===== src/rtl/z80_spi_master_pkg.sv =====
// Shared definitions for the Z80 SD-card SPI master.
// Holds register offsets, status/control bit positions and the shifter state encoding.
package z80_spi_master_pkg;

    localparam logic [1:0] SPI_REG_DATA = 2'd0;
    localparam logic [1:0] SPI_REG_CTRL = 2'd1;
    localparam logic [1:0] SPI_REG_DIV  = 2'd2;

    localparam int SPI_ST_BUSY  = 7;
    localparam int SPI_ST_DONE  = 6;
    localparam int SPI_ST_OVR   = 5;
    localparam int SPI_CT_IRQEN = 1;
    localparam int SPI_CT_SSEL  = 0;

    // bit1 is SCLK and bit0 is busy, so both come straight off the state register
    typedef enum logic [1:0] {
        SPI_IDLE = 2'b00,
        SPI_LOW  = 2'b01,
        SPI_HIGH = 2'b11
    } spi_state_t;

endpackage


===== src/rtl/z80_spi_master_spi_shifter.sv =====
// Mode-0 byte shifter: LOW/HIGH half-period FSM, divider counter and tx/rx shift registers.
// Divider is latched at transfer start so a mid-byte DIV change cannot alter the rate.
module spi_shifter
    import z80_spi_master_pkg::*;
#(
    parameter int DIV_WIDTH = 8
) (
    input  logic                 phi,
    input  logic                 reset,
    input  logic                 start,
    input  logic [7:0]           tx_byte,
    input  logic [DIV_WIDTH-1:0] div,
    input  logic                 miso,
    output logic                 sclk,
    output logic                 mosi,
    output logic                 busy,
    output logic                 finish,
    output logic [7:0]           rx_byte
);

    spi_state_t           state_reg, state_next;
    logic [DIV_WIDTH-1:0] half_reg, half_next;
    logic [DIV_WIDTH-1:0] div_lat_reg, div_lat_next;
    logic [2:0]           bit_reg, bit_next;
    logic [7:0]           tx_reg, tx_next;
    logic [7:0]           rx_reg, rx_next;
    logic                 mosi_reg, mosi_next;

    always_ff @(posedge phi or posedge reset) begin
        if (reset) begin
            state_reg   <= SPI_IDLE;
            half_reg    <= '0;
            div_lat_reg <= '0;
            bit_reg     <= 3'd0;
            tx_reg      <= 8'h00;
            rx_reg      <= 8'h00;
            mosi_reg    <= 1'b1;
        end else begin
            state_reg   <= state_next;
            half_reg    <= half_next;
            div_lat_reg <= div_lat_next;
            bit_reg     <= bit_next;
            tx_reg      <= tx_next;
            rx_reg      <= rx_next;
            mosi_reg    <= mosi_next;
        end
    end

    always_comb begin
        state_next   = state_reg;
        half_next    = half_reg;
        div_lat_next = div_lat_reg;
        bit_next     = bit_reg;
        tx_next      = tx_reg;
        rx_next      = rx_reg;
        mosi_next    = mosi_reg;
        finish       = 1'b0;
        case (state_reg)
            SPI_IDLE: begin
                if (start) begin
                    state_next   = SPI_LOW;
                    half_next    = div;
                    div_lat_next = div;
                    bit_next     = 3'd7;
                    tx_next      = tx_byte;
                    mosi_next    = tx_byte[7];
                end
            end
            SPI_LOW: begin
                if (half_reg == '0) begin
                    state_next = SPI_HIGH;
                    half_next  = div_lat_reg;
                    rx_next    = {rx_reg[6:0], miso};
                end else begin
                    half_next = half_reg - DIV_WIDTH'(1);
                end
            end
            SPI_HIGH: begin
                if (half_reg == '0) begin
                    if (bit_reg == 3'd0) begin
                        state_next = SPI_IDLE;
                        mosi_next  = 1'b1;
                        finish     = 1'b1;
                    end else begin
                        state_next = SPI_LOW;
                        half_next  = div_lat_reg;
                        bit_next   = bit_reg - 3'd1;
                        tx_next    = {tx_reg[6:0], 1'b0};
                        mosi_next  = tx_reg[6];
                    end
                end else begin
                    half_next = half_reg - DIV_WIDTH'(1);
                end
            end
            default: state_next = SPI_IDLE;
        endcase
    end

    assign sclk    = state_reg[1];
    assign busy    = state_reg[0];
    assign mosi    = mosi_reg;
    assign rx_byte = rx_reg;

endmodule


===== src/rtl/z80_spi_master.sv =====
// Z80 IO-mapped SPI master for the SD socket: register decode, sticky flags, optional irq.
// Define SPI_IRQ_EN to get the irq port and a writable irq_en bit in CTRL.
module z80_spi_master
    import z80_spi_master_pkg::*;
#(
    parameter int                   DIV_WIDTH = 8,
    parameter logic [DIV_WIDTH-1:0] DIV_RESET = DIV_WIDTH'(31)
) (
    input  logic       phi,
    input  logic       reset,
    input  logic [1:0] cpu_addr,
    input  logic       cpu_wr_tick,
    input  logic       cpu_rd_tick,
    input  logic [7:0] cpu_din,
    output logic [7:0] cpu_dout,
    output logic       sd_clk,
    output logic       sd_mosi,
    input  logic       sd_miso,
    output logic       sd_ssel_n,
    output logic       busy
`ifdef SPI_IRQ_EN
    ,
    output logic       irq
`endif
);

    logic                 ssel_reg;
    logic                 done_reg;
    logic                 ovr_reg;
    logic [7:0]           rx_reg;
    logic [DIV_WIDTH-1:0] div_reg;
    logic                 irq_en;
    logic                 finish;
    logic [7:0]           shift_rx;
    logic                 start;
    logic                 reg_wr;
    logic                 status_rd;

    // Reserved offset 3 is not a real register, so writing it while busy is not an overrun.
    assign reg_wr    = cpu_wr_tick && (cpu_addr != 2'd3);
    assign start     = cpu_wr_tick && (cpu_addr == SPI_REG_DATA) && !busy;
    assign status_rd = cpu_rd_tick && !cpu_wr_tick && (cpu_addr == SPI_REG_CTRL);

    spi_shifter #(
        .DIV_WIDTH(DIV_WIDTH)
    ) u_shifter (
        .phi     (phi),
        .reset   (reset),
        .start   (start),
        .tx_byte (cpu_din),
        .div     (div_reg),
        .miso    (sd_miso),
        .sclk    (sd_clk),
        .mosi    (sd_mosi),
        .busy    (busy),
        .finish  (finish),
        .rx_byte (shift_rx)
    );

    always_ff @(posedge phi or posedge reset) begin
        if (reset) begin
            ssel_reg <= 1'b0;
            done_reg <= 1'b0;
            ovr_reg  <= 1'b0;
            rx_reg   <= 8'h00;
            div_reg  <= DIV_RESET;
        end else begin
            if (cpu_wr_tick && !busy) begin
                if (cpu_addr == SPI_REG_CTRL)
                    ssel_reg <= cpu_din[SPI_CT_SSEL];
                if (cpu_addr == SPI_REG_DIV)
                    div_reg <= DIV_WIDTH'(cpu_din);
            end
            if (finish)
                rx_reg <= shift_rx;
            // set beats clear on both sticky flags
            if (finish)
                done_reg <= 1'b1;
            else if (start || status_rd)
                done_reg <= 1'b0;
            if (reg_wr && busy)
                ovr_reg <= 1'b1;
            else if (status_rd)
                ovr_reg <= 1'b0;
        end
    end

`ifdef SPI_IRQ_EN
    logic irq_en_reg;
    logic irq_reg;

    always_ff @(posedge phi or posedge reset) begin
        if (reset) begin
            irq_en_reg <= 1'b0;
            irq_reg    <= 1'b0;
        end else begin
            if (cpu_wr_tick && !busy && (cpu_addr == SPI_REG_CTRL))
                irq_en_reg <= cpu_din[SPI_CT_IRQEN];
            irq_reg <= done_reg & irq_en_reg;
        end
    end

    assign irq_en = irq_en_reg;
    assign irq    = irq_reg;
`else
    assign irq_en = 1'b0;
`endif

    assign sd_ssel_n = ~ssel_reg;

    always_comb begin
        cpu_dout = 8'h00;
        case (cpu_addr)
            SPI_REG_DATA: cpu_dout = rx_reg;
            SPI_REG_CTRL: begin
                cpu_dout[SPI_ST_BUSY]  = busy;
                cpu_dout[SPI_ST_DONE]  = done_reg;
                cpu_dout[SPI_ST_OVR]   = ovr_reg;
                cpu_dout[SPI_CT_IRQEN] = irq_en;
                cpu_dout[SPI_CT_SSEL]  = ssel_reg;
            end
            SPI_REG_DIV:  cpu_dout = 8'(div_reg);
            default:      cpu_dout = 8'h00;
        endcase
    end

endmodule


===== config.mk =====
export PLATFORM = sky130hd
export DESIGN_NAME = z80_spi_master
export DESIGN_NICKNAME = d
export VERILOG_FILES = /design/src/rtl/z80_spi_master_pkg.sv /design/src/rtl/z80_spi_master_spi_shifter.sv /design/src/rtl/z80_spi_master.sv
export SDC_FILE = /design/constraint.sdc
export NUM_CORES = 1
export LEC_CHECK = 0
export ABC_CLOCK_PERIOD_IN_PS = 6200
export BUFFER_PORTS_ARGS = -buffer_cell sky130_fd_sc_hd__buf_2
export CAP_MARGIN = 10
export CORE_MARGIN = 2
export CORE_UTILIZATION = 50
export DETAILED_ROUTE_END_ITERATION = 8
export PLACE_DENSITY = 0.69
export SLEW_MARGIN = 20
export SYNTH_ARGS = -nofsm -noshare
export SYNTH_HDL_FRONTEND = slang
export SYNTH_SLANG_ARGS = --single-unit

===== constraint.sdc =====
create_clock -name phi -period 6.2 [get_ports phi]
set_input_delay 0.31 -clock phi [delete_from_list [all_inputs] [get_ports phi]]
set_output_delay 0.31 -clock phi [all_outputs]
set_load 0.01 [all_outputs]

==> results of run 1 <==
## cells by family after synthesis
group                      synth area share
AOI/OAI and AO/OA                     0.130
xor gates and xnor gates            0.00297
adders and majority gates            0.0169
buffers and inverters                0.0487
DFF                                   0.477
muxes                                 0.175
and+or+nand+nor                       0.150
## final cells by class
class	instances	area [um2]	share of cell area
clock buffer	5	68.8	0.0214
inverter	16	60.1	0.0187
sequential	56	1410	0.438
multi-input combinational	185	1400	0.435
timing repair buffer	28	145	0.0451
tap	72	90.1	0.0280
clock inverter	3	46.3	0.0144
## layer usage
layer  track usage  up-vias  part of all wire
li1              -     1020                 -
met1         0.295     1060              0.45
met2         0.323       39              0.50
met3        0.0344        6             0.046
met4        0.0441        0            0.0070
met5             0        -                 0
## per-stage QoR
step	util	std cells	hold WS (ns)	setup slack, ns	area (um2)
after floorplan	-	270	0.418	4.15	2950
after global placement	0.554	357	0.456	3.69	3100
after detailed placement	0.554	357	0.475	3.63	3100
after CTS	0.574	365	0.201	3.63	3220
after global routing	0.574	365	0.215	3.52	3220
final	0.574	365	0.179	3.64	3220
## synthesized netlist by cell type (2+ instances only)
| cell type | instances | share of area |
|---|---|---|
| nand2_1 | 37 | 0.047 |
| nand3_1 | 3 | 0.0051 |
| nand4_1 | 2 | 0.0042 |
| nand2b_1 | 3 | 0.0064 |
| ha_1 | 4 | 0.017 |
| a22o_1 | 3 | 0.0089 |
| a311o_1 | 2 | 0.0068 |
| clkbuf_1 | 2 | 0.0025 |
| buf_2 | 4 | 0.0068 |
| a41oi_1 | 2 | 0.0059 |
| o22ai_1 | 4 | 0.0085 |
| nor3b_1 | 2 | 0.0051 |
| inv_1 | 15 | 0.019 |
| dfrtp_1 | 50 | 0.42 |
| dfstp_2 | 6 | 0.053 |
| a31oi_1 | 2 | 0.0042 |
| mux2i_1 | 11 | 0.037 |
| o21ai_0 | 15 | 0.025 |
| buf_6 | 3 | 0.011 |
| buf_4 | 2 | 0.0051 |
| a311oi_1 | 3 | 0.0089 |
| nor2_4 | 2 | 0.0076 |
| o21ai_2 | 3 | 0.0089 |
| nor2b_1 | 5 | 0.011 |
| buf_1 | 2 | 0.0025 |
| mux2_2 | 27 | 0.10 |
| and2_1 | 4 | 0.0085 |
| nor2_1 | 7 | 0.0089 |
| mux2_1 | 9 | 0.034 |
| o211ai_1 | 2 | 0.0051 |
| or2_2 | 2 | 0.0042 |
| nor3_1 | 3 | 0.0051 |
| o221ai_1 | 3 | 0.0089 |
| a21oi_1 | 6 | 0.010 |
## final timing paths
| path | depth (start not counted) | end | start |
|---|---|---|---|
| max in group asynchronous | 3 | u_shifter.half_reg[2] | reset |
| hold / removal | 3 | u_shifter.tx_reg[6] | reset |
| hold reg to reg | 2 | u_shifter.mosi | u_shifter.mosi |
| setup / recovery | 5 | rx_reg[6] | u_shifter.half_reg[0] |
| setup reg to reg | 5 | rx_reg[6] | u_shifter.half_reg[0] |
| min in group phi | 2 | u_shifter.rx_byte[0] | sd_miso |
## critical path: cells and delay by family (launching register included)
family	cells	cell delay, ns
DFF	1	0.41
adders and majority gates	1	0.16
and+or+nand+nor	2	1.37
muxes	1	0.42
buffers and inverters	1	0.10
## report_power, final
part	leakage, nW	total (W)	switching, W	internal, W
sequential	0.686	0.000626	0.000115	0.000510
clock	0.0548	0.000244	0.000122	0.000122
combinational	0.751	0.000499	0.000270	0.000229
==> results.toml, run 1 <==
[die]
io_pins = 27
die_x_um = 80.9
core-area_um2 = 5610
dieArea_um2 = 6540
num_rows = 27
dieHeight_um = 80.9
start_util = 0.527

[drt]
drt_iter0_markers = 159
firstDrtPassIters = 4
vias = 2125
viasPerCell = 5.82
routed_wirelength_um = 6030
detail_route.drc_violations = 0
postRouteAntennaNets = 0
wl_per_cell_um = 16.5

[global_route]
antenna_found_initial = 0
grt_pass1_wl_um = 10200
grt_pass1_vias = 1998
grt-ovfl-total = 0
grt.total_usage = 0.204
grt_max_degree = 57

[synth]
synth_async_sr_flop_share = 1.00
syn_area_um2 = 2950
yosys_most_used_dff = "dfrtp_1"
ys_seq_elements = 56
syn_area_per_cell_um2 = 10.9
synth_nets = 289
synthDistinctLibCells = 54
synth_enable_flop_cells = 0
synth_warnings = 0
synthCells = 270
yosysSeqAreaShare = 0.477

[critical_path]
slowest_stage = "nor4_4"
critical_path_class = "flop to flop"
max_stage_delay_ns = 0.79
crit_fanout = 13
end_kind = "flop"
cp.required_ns = 6.41
critPathArrivalTime_ns = 2.77
cp-start-kind = "flop"
reg2reg_slack_ns = 3.64
cp_cell_sequence = "inv_1 > ha_1 > or4b_4 > nor4_4 > mux2_2"

[hold_path]
hp-class = "input port to asynchronous set/reset pin"

[job]
cap_violations = 0

[place]
port-buffer-count = 26
gp_congestion = 0.851
dp_hpwl_um = 4220

[timing]
slew_violations = 0
relSlewSlack = 0.433
hold_viol = 0
finalSetupViolCount = 0
clock-skew-final_ns = 0.00679
post-route-period-util = 0.413
rsz0062_at_grt = "no"
fin_setup_tns_ns = 0
worst_pin_slew_ns = 0.844
fmax_ghz = 0.390
min_period_ns = 2.56

[cts]
cts_buffer_depth = 2
cts_buffers = 5
post_cts_resized = 0
clock-root-buffer = "clkbuf_8"
cts_tree = "built"
clk_latency_ns = 0.31
htreeDepth = 2
clk_pin_slew_ns = 0.10
cts_hold_buf = 0
cts.sinks = 56
postCtsSetupBuffers = 0

[final_layout]
drive_above_1_share = 0.287
fillers = 515
final_common_cell = "dfrtp_1"
area_growth_pct = 9.03
nets = 311
diodes = 0
final_cell_mix = "dfrtp_1, nand2_1, mux2_2, buf_2, o21ai_0"

[pwr]
ir_drop_uv = 289
powerDensity_nw_per_um2 = 425
power_w = 0.00137
p_leak_nw = 1.49

[run_status]
status = "finished clean"
(Power assumes the default switching activity.)
==> run 2: changes to the inputs <==
ABC_CLOCK_PERIOD_IN_PS = 2400   (was 6200)
clock period = 2.4 ns   (was 6.2 ns; I/O delays follow)
==> results.toml, run 2 (same netlist as run 1, synthesis figures left out) <==
[critical_path]
critical_path_class = "flop to flop"
critPathArrivalTime_ns = 2.46
cp-start-kind = "flop"
reg2reg_slack_ns = 0.14
r2r_cells = 6
worstReg2RegStart = "u_shifter.half_reg[0]"
reg2reg_to = "u_shifter.tx_reg[2]"
end_kind = "flop"
cp.required_ns = 2.60
crit_fanout = 9

[pwr]
ir_drop_uv = 717
p_leak_nw = 1.54
powerDensity_nw_per_um2 = 1080

[timing]
fmax_ghz = 0.442
hold_viol = 0
whs_ns = 0.0258
rsz0062_at_grt = "no"
relSlewSlack = 0.558
min_period_ns = 2.26
fin_setup_tns_ns = 0
slew_violations = 0
clock-skew-final_ns = 0.00389
worst_pin_slew_ns = 0.658
post-route-period-util = 0.943
finalSetupViolCount = 0

[die]
num_rows = 27
die_x_um = 80.9
dieArea_um2 = 6540
start_util = 0.527
dieHeight_um = 80.9
core-area_um2 = 5610
io_pins = 27

[final_layout]
nets = 322
fin_cells = 376
area_growth_pct = 11.3
stdcell_area_um2 = 3290
final_cell_mix = "dfrtp_1, nand2_1, mux2_2, buf_2, o21ai_0"
drive_above_1_share = 0.309
diodes = 0
final_common_cell = "dfrtp_1"

[global_route]
grt.total_usage = 0.219
grt_max_degree = 23
grt_pass1_vias = 2202
antenna_found_initial = 0
grt_pass1_wl_um = 10900
grt-ovfl-total = 0

[hold_path]
hp-class = "input port to flop"
hold_path_end = "u_shifter.rx_byte[0]"
min_delay_path_depth = 2
hp-start = "sd_miso"

[cts]
cts.sinks = 56
clk_pin_slew_ns = 0.11
cts_buffers = 5
cts_buffer_depth = 2
cts_tree = "built"
postCtsSetupBuffers = 0
clock-root-buffer = "clkbuf_8"
post_cts_resized = 0
cts_hold_buf = 1
htreeDepth = 2
clk_latency_ns = 0.31

[drt]
drt_iter0_markers = 122
routed_wirelength_um = 6380
postRouteAntennaNets = 0
viasPerCell = 5.73
firstDrtPassIters = 4
vias = 2154
detail_route.drc_violations = 0
wl_per_cell_um = 17.0

[place]
dp.cells = 367
place_area_um2 = 3180
dp_hpwl_um = 4710
gp_congestion = 0.888
port-buffer-count = 26

[job]
cap_violations = 0

[run_status]
status = "finished clean"
[run 2: final cells by class]
cell class | count | area (um2)
timing repair buffer | 39 | 230
inverter | 16 | 60.1
tap | 72 | 90.1
sequential | 56 | 1410
multi-input combinational | 185 | 1400
fill | 505 | 2320
clock buffer | 5 | 68.8
clock inverter | 3 | 27.5
[run 2: critical path, stage by stage (launching register included)]
cell and delay (ns):
dfrtp_1 0.41, inv_1 0.11, ha_1 0.17, or4b_4 0.54, o21ai_2 0.16, o21a_1 0.38
mux2_1 0.37
[run 2: how the worst max path moves through the flow]
| stage | from | end | cells past startpoint |
|---|---|---|---|
| after CTS | u_shifter.half_reg[0] | u_shifter.tx_reg[2] | 6 |
| final | u_shifter.half_reg[0] | u_shifter.tx_reg[2] | 6 |
| after global routing | u_shifter.half_reg[0] | u_shifter.tx_reg[2] | 6 |
| after global placement | u_shifter.half_reg[0] | u_shifter.tx_reg[4] | 6 |
| after detailed placement | u_shifter.half_reg[0] | u_shifter.tx_reg[2] | 6 |
| after floorplan | u_shifter.half_reg[0] | u_shifter.bit_reg[1] | 8 |
[run 2: metrics by stage]
stage | total power (W) | worst slack [ns] | util
floorplan | 0.00260 | 0.352 | -
global placement | 0.00298 | 0.230 | 0.567
detailed placement | 0.00302 | 0.152 | 0.567
CTS | 0.00358 | 0.129 | 0.586
global route | 0.00383 | 0.00792 | 0.586
finish | 0.00356 | 0.137 | 0.586
[run 2: per-layer routing]
metal  GRT usage  wire length, um  vias to the layer above
met4      0.0593               52                        0
met5           0                0                        -
met1       0.305             2980                     1063
met2       0.359             3120                       50
met3      0.0322              219                        6
li1            -                -                     1035
[run 2: report_power, final]
group | leakage, nW | internal [W] | total, W | switching (W)
logic | 0.803 | 0.000651 | 0.00136 | 0.000710
registers | 0.686 | 0.00132 | 0.00166 | 0.000339
clock network | 0.0463 | 0.000215 | 0.000546 | 0.000331
total | 1.54 | 0.00218 | 0.00356 | 0.00138
